## config.mk

```make
export PLATFORM = sky130hd
export DESIGN_NAME = inst_queue
export DESIGN_NICKNAME = d
export VERILOG_FILES = /design/src/rtl/r2rv_pkg.sv /design/src/rtl/flopr.sv /design/src/rtl/inst_queue.sv
export SDC_FILE = /design/constraint.sdc
export NUM_CORES = 1
export LEC_CHECK = 0
export ABC_CLOCK_PERIOD_IN_PS = 12800
export BUFFER_PORTS_ARGS = -buffer_cell sky130_fd_sc_hd__buf_2
export CAP_MARGIN = 30
export CORE_MARGIN = 10
export CORE_UTILIZATION = 43
export DETAILED_ROUTE_END_ITERATION = 8
export SKIP_CTS_REPAIR_TIMING = 1
export SLEW_MARGIN = 15
export SYNTH_ARGS = -nofsm -noshare
export SYNTH_HDL_FRONTEND = slang
export SYNTH_SLANG_ARGS = --single-unit
```

## constraint.sdc

```tcl
create_clock -name clk -period 12.8 [get_ports clk]
set_clock_uncertainty 0.2 [all_clocks]
set_input_delay 0.64 -clock clk [delete_from_list [all_inputs] [get_ports clk]]
set_output_delay 0.64 -clock clk [all_outputs]
set_load 0.05 [all_outputs]
```

## src/rtl/r2rv_pkg.sv

```systemverilog
// Shared fetch/decode types: instruction word, fetch entry record and the
// small 0..2 slot-count type used by the dual-issue front end.
package r2rv_pkg;

  localparam int XLEN = 32;

  typedef logic [XLEN-1:0] inst_t;

  typedef struct packed {
    inst_t pc;
    inst_t inst;
  } fetch_entry_t;

  // Number of slots moved in one cycle (0, 1 or 2).
  typedef logic [1:0] slot_cnt_t;

  function automatic slot_cnt_t min_slots(input slot_cnt_t a, input slot_cnt_t b);
    return (a < b) ? a : b;
  endfunction

endpackage

```

## src/rtl/flopr.sv

```systemverilog
// Resettable register clocked on the falling edge, synchronous active-high reset.
module flopr #(
  parameter int WIDTH = 8
) (
  input  logic             clk,
  input  logic             reset,
  input  logic [WIDTH-1:0] d,
  output logic [WIDTH-1:0] q
);

  // Falling-edge state with synchronous clear.
  always_ff @(negedge clk) begin
    if (reset) q <= '0;
    else       q <= d;
  end

endmodule

```

## src/rtl/inst_queue.sv

```systemverilog
// Dual-issue instruction fetch queue in front of the decode pipeline register.
// Accepts up to two fetched words per cycle, presents the two oldest to decode
// and retires 0..2 of them per cycle from the can_proceed stall vector.
// All state changes on the falling edge of clk.
//
// Optional build macro INST_QUEUE_BYPASS_EN: accepted fetch entries are
// visible on out_* in the same cycle when fewer than two entries are queued,
// and entries popped straight from the fetch group are never written.
//
// Handshake: a fetch group is taken when in_ready && in_valid[0]; in_valid[1]
// only extends it. Decode takes slot 0 when can_proceed[0], and slot 1 as well
// when both bits are set; only out_valid slots are actually retired.
// count/head/tail are exported for observation.
module inst_queue #(
  parameter int DEPTH = 8,
  parameter int XLEN  = 32
) (
  input  logic                     clk,
  input  logic                     reset,
  input  logic                     flush,
  input  logic [1:0]               in_valid,
  input  logic [XLEN-1:0]          in_inst [2],
  input  logic [XLEN-1:0]          in_pc [2],
  output logic                     in_ready,
  output logic [1:0]               out_valid,
  output logic [XLEN-1:0]          out_inst [2],
  output logic [XLEN-1:0]          out_pc [2],
  input  logic [1:0]               can_proceed,
  output logic [$clog2(DEPTH):0]   count,
  output logic [$clog2(DEPTH)-1:0] head,
  output logic [$clog2(DEPTH)-1:0] tail
);
  import r2rv_pkg::*;

  localparam int AW = $clog2(DEPTH);
  localparam int CW = AW + 1;

  typedef struct packed {
    logic [XLEN-1:0] pc;
    logic [XLEN-1:0] inst;
  } entry_t;

  entry_t mem [DEPTH];

  logic [CW-1:0] count_next;
  logic [AW-1:0] head_next, tail_next;
  logic [AW-1:0] head_p1, tail_p1;
  slot_cnt_t     npush, req, qvis, vis, npop, popq, nwrite;
  entry_t        in_e0, in_e1, wr_e0;
`ifdef INST_QUEUE_BYPASS_EN
  logic [2:0]    vsum;
  slot_cnt_t     pop_in;
`endif

  assign head_p1 = head + AW'(1);
  assign tail_p1 = tail + AW'(1);
  assign in_e0   = '{pc: in_pc[0], inst: in_inst[0]};
  assign in_e1   = '{pc: in_pc[1], inst: in_inst[1]};

  // Credit check uses registered count only; same-cycle pops are not counted.
  assign in_ready = (count <= CW'(DEPTH - 2));

  // Push/pop arithmetic and next-state pointers.
  always_comb begin
    npush = 2'd0;
    if (in_ready && in_valid[0]) npush = in_valid[1] ? 2'd2 : 2'd1;

    req = 2'd0;
    if (can_proceed[0]) req = can_proceed[1] ? 2'd2 : 2'd1;

    qvis = (count >= CW'(2)) ? 2'd2 : {1'b0, count[0]};

`ifdef INST_QUEUE_BYPASS_EN
    vsum   = {1'b0, qvis} + {1'b0, npush};
    vis    = (vsum >= 3'd2) ? 2'd2 : vsum[1:0];
    npop   = min_slots(req, vis);
    popq   = min_slots(npop, qvis);
    pop_in = npop - popq;
    nwrite = npush - pop_in;
    wr_e0  = (pop_in == 2'd1) ? in_e1 : in_e0;
`else
    vis    = qvis;
    npop   = min_slots(req, vis);
    popq   = npop;
    nwrite = npush;
    wr_e0  = in_e0;
`endif

    count_next = count + CW'(npush) - CW'(npop);
    head_next  = head + AW'(popq);
    tail_next  = tail + AW'(nwrite);

    // A flush drops everything, including this cycle's fetch group.
    if (flush) begin
      count_next = '0;
      head_next  = '0;
      tail_next  = '0;
    end
  end

  flopr #(.WIDTH(CW)) u_count (.clk(clk), .reset(reset), .d(count_next), .q(count));
  flopr #(.WIDTH(AW)) u_head  (.clk(clk), .reset(reset), .d(head_next),  .q(head));
  flopr #(.WIDTH(AW)) u_tail  (.clk(clk), .reset(reset), .d(tail_next),  .q(tail));

  // Entry storage: written at tail/tail+1, never cleared.
  always_ff @(negedge clk) begin
    if (!reset && !flush) begin
      if (nwrite != 2'd0) mem[tail]    <= wr_e0;
      if (nwrite == 2'd2) mem[tail_p1] <= in_e1;
    end
  end

  // Decode view: two oldest items, slot 0 older than slot 1.
  always_comb begin
    out_valid   = {vis == 2'd2, vis != 2'd0};
    out_pc[0]   = mem[head].pc;
    out_inst[0] = mem[head].inst;
    out_pc[1]   = mem[head_p1].pc;
    out_inst[1] = mem[head_p1].inst;
`ifdef INST_QUEUE_BYPASS_EN
    if (count == '0) begin
      out_pc[0]   = in_e0.pc;
      out_inst[0] = in_e0.inst;
      out_pc[1]   = in_e1.pc;
      out_inst[1] = in_e1.inst;
    end else if (count == CW'(1)) begin
      out_pc[1]   = in_e0.pc;
      out_inst[1] = in_e0.inst;
    end
`endif
  end

endmodule

```

# == Word-level counts from Yosys, hierarchy flattened ==
# Memories as Yosys holds them, arrays and structs flattened. A register that Yosys moved wholly into a read port is not among the register bits.
# Cells that the tools add are included.
# W data, S select, Z words.
# op_classes
mux,13
order_cmp,3
eq_ne,2
n_addsub,6
reduce_logical,7
# ops
cell,count
$mux W2,6
$add A3 B1 Y3 const B,2
$add A3 B2 Y3,2
$mux W1,6
$add A4 B2 Y4,1
$eq A2 B2 Y1 const B,2
$ge A4 B2 Y1 const B,1
$le A4 B3 Y1 const B,1
$reduce_bool A2 Y1,2
$sub A4 B2 Y4,1
$mux W3,1
$logic_and A1 B1 Y1,2
$logic_not A1 Y1,2
$lt A2 B2 Y1,1
$reduce_or A2 Y1,1
# word_totals
inputBits,135
regBits,10
elab_cells,35
mem_count,1
out_inout_bits,141
ram_bits,512
# memory_table
name,words,width,rd,rd_clocked_by_memory_dff,wr,line_no,text
mem,8,64,2,1,2,inst_queue.sv:43,entry_t mem [DEPTH];

# == Logic depth before layout (Yosys ltp) ==
# depth
ltp_word,7
ltp_mapped,14

# == Hierarchy ==
# From an unflattened synthesis, not the netlist that was laid out.
# unflattened
cells_unflattened,1646
hier_area_um2,30140.2
# modules_own_cells
module,instances,cells_each,seq_area_each_um2,area_per_inst_um2
inst_queue,1,1623,15374.7,29866.1
flopr at u_head ...,2,7,60.1,82.6
flopr at u_count,1,9,80.1,108.9

==> flow_summary.toml <==
[clocking]
tritoncts.num_buffers = 61
later_pin_clock_latency_in_the_skew_report_ns = 0.66
cts_num_sinks = 522
clk_pin_slew_worst_paths_ns = 0.04
maximum_count_of_clock_buffers_along_a_single_path = 3
clk_root_buffer_cell = "sky130_fd_sc_hd__clkbuf_16"
tritoncts = "built"
htreeDepth = 2

[timing]
final.setup.tns_ns = 0
setup_viol_count_final = 0
grt_setup_unrepaired = "false"
post-route-worst-setup-slack_ns = 1.87
number_of_hold_violations_in_the_final_report = 0
slew_viol_final = 0
worst_slew_pin_tran_ns = 1.03
fin_hold_ws_ns = 0.544
relSlewSlack_pct = 31.5

[min_path]
hp-start = "u_tail.q[2]"
worstHoldPathType = "reg2reg"

[global_routing]
grt_overflow_total = 0
first_global_vias = 22000
top_usage_layer = "met2"
grt_max_degree = 125
fraction_of_met3_tracks_used_by_global_routing_pct = 6.99
global_route.usage.met2_pct = 35.8
groute.layer.met1.usage_pct = 27.0
antenna_found_initial = 15
grt_pass1_wl_um = 135000
grtUsageTotal_pct = 22.1

[worst_setup_path]
startpoint_type = "flop"
setup.worst_path.start = "u_head.q[1]"
arrival_ns = 10.09
timing.critical_path.to_type = "primary output"
maximum_fanout_along_the_worst_path = 77
crit_type = "reg2out"
reg2reg_from = "u_tail.q[0]"
critPathRequiredTime_ns = 11.96

[placed_design]
routability_cong = 0.754
dpl_worst_slack_ns = 2.59
dp_cells = 2772
dp_hpwl_um = 51400
dpl_cell_area_um2 = 32500
io_buffers = 275

[finish]
core_occupancy_in_the_finished_layout_pct = 53.6
final_nets = 2579
multi_input_area_um2 = 13900
area_delta_synth_final_pct = 23.0
seqCellArea_um2 = 15600
final.fill_count = 5761
proportion_of_layout_cells_with_a_drive_suffix_above_1_pct = 52.9
instances_no_fill = 3414
finish.instance_area_um2 = 36900
mostFrequentLayoutCells = "sky130_fd_sc_hd__mux2_2 (600), sky130_fd_sc_hd__inv_1 (544), sky130_fd_sc_hd__edfxtp_1 (512)"
mostFrequentLayoutCell = "sky130_fd_sc_hd__mux2_2"

[floorplan]
ioPinCount = 276
core_region_area_um2 = 68800
fp.dieW_um = 284
effective_utilization_at_floorplan_pct = 43.6
fp.dieH_um = 284
die_area_um2 = 80700
num_rows = 96

[route]
detail_route.first_pass.iterations = 7
drt_first_iter_violations = 1395
dr_total_vias = 19400
dr_vias_cell = 5.67
detail-route-antenna-nets = 0
totalWireLength_um = 90200
drc_errors = 0
drt-wirelength-per-cell_um = 26.4

[power_and_ir_drop]
pwr_density_cell_nw_per_um2 = 161
sw_frac_of_total_pct = 33.5
share_seq_of_total_power_pct = 33.0
intPower_mw = 3.94
total_power_mw = 5.94
power_frac_comb_pct = 22.4
max-vdd-ir-drop_mv = 0.111
power_switching_mw = 1.99
leakage_nw = 14.1
clockPowerShare_pct = 44.6

[run]
max_cap_viol_count = 0

[synthesis]
syn-num-nets = 1796
synthesis_warnings = 0
postSynthAreaPerCell_um2 = 18.2
syn-cell-area_um2 = 30000
synth-seq-cells = 522
seq_total_area_yosys_pct = 51.9
syn_inst = 1645
netlist-cell-type-count = 36

[run_status]
run_status = "completed"
-- worst max-delay path, stage by stage, from the launching register on --
cell                      delay [ns]
sky130_fd_sc_hd__dfxtp_4        0.68
sky130_fd_sc_hd__buf_12         0.31
sky130_fd_sc_hd__ha_4           0.20
sky130_fd_sc_hd__buf_12         0.35
sky130_fd_sc_hd__mux4_2         0.59
sky130_fd_sc_hd__mux2_2         0.31
sky130_fd_sc_hd__buf_2          0.22
-- flip-flops by register name (all words and copies together) (netlist names) --
signal     cells
mem          512
u_count.q      4
u_head.q       3
u_tail.q       3
-- cells in the mapped netlist (all sizes together) --
| master | n | area (µm²) |
|---|---|---|
| a21o | 1 | 7.51 |
| a32oi | 3 | 26.3 |
| xor2 | 3 | 33.8 |
| a22oi | 2 | 15.0 |
| mux4 | 256 | 5770 |
| clkbuf | 44 | 165 |
| nand3 | 7 | 50.1 |
| or3 | 1 | 11.3 |
| xnor2 | 4 | 42.6 |
| ha | 12 | 150 |
| nand2 | 4 | 15.0 |
| nor2b | 3 | 18.8 |
| mux2i | 2 | 23.8 |
| nor4b | 1 | 15.0 |
| a21oi | 6 | 30.0 |
| nor2 | 17 | 63.8 |
| edfxtp | 512 | 15400 |
| or2 | 1 | 6.26 |
| buf | 78 | 483 |
| and2 | 9 | 56.3 |
| fa | 4 | 80.1 |
| mux2 | 641 | 7220 |
| nand4 | 2 | 12.5 |
| inv | 16 | 60.1 |
| dfxtp | 10 | 200 |
| nor3 | 6 | 80.1 |
-- path summary, 6_finish.rpt --
kind	cells after the start	end	slack, ns
min reg2reg	2	u_tail.q[2]	0.54
max reg2reg	5	mem[5][8]	9.00
max	6	out_inst[22]	1.87
min	2	u_tail.q[2]	0.54
-- final cells by class --
cell class / count / area share (%)
Tap cell: 931 / 3.16
Clock buffer: 63 / 4.27
Multi-Input combinational cell: 985 / 37.6
Inverter: 15 / 0.153
Clock inverter: 573 / 7.35
Antenna cell: 4 / 0.0271
Timing Repair Buffer: 321 / 5.22
Sequential cell: 522 / 42.2
-- power groups by stage --
stage | combinational (mW) | sequential (mW) | clock, mW
2_1_floorplan | 0.989 | 1.98 | 0.242
4_1_cts | 1.34 | 1.96 | 2.72
6_report | 1.33 | 1.96 | 2.65
3_3_place_gp | 1.31 | 1.98 | 0.242
3_5_place_dp | 1.33 | 1.98 | 0.242
5_1_grt | 1.42 | 1.96 | 2.94
-- kinds of logic (layout without fill, tap and decap cells) --
| family | after synthesis | count (layout) | share of synthesized area (%) |
|---|---|---|---|
| flip-flops | 522 | 522 | 51.9 |
| XOR/XNOR | 7 | 7 | 0.254 |
| buffers and inverters | 138 | 972 | 2.36 |
| other | 0 | 4 | 0 |
| multiplexers | 899 | 899 | 43.4 |
| AND/OR/NAND/NOR | 51 | 51 | 1.10 |
| AO/OA/AOI/OAI | 12 | 12 | 0.263 |
| adder cells (fa/ha/maj) | 16 | 16 | 0.767 |
-- routing by layer --
metal | vias to the layer above | wire, µm
li1 | 8486 | -
met1 | 10000 | 36600
met2 | 689 | 45100
met3 | 150 | 6480
met4 | 20 | 1970
met5 | - | 130
No activity file was read; power rests on OpenSTA's default activity.
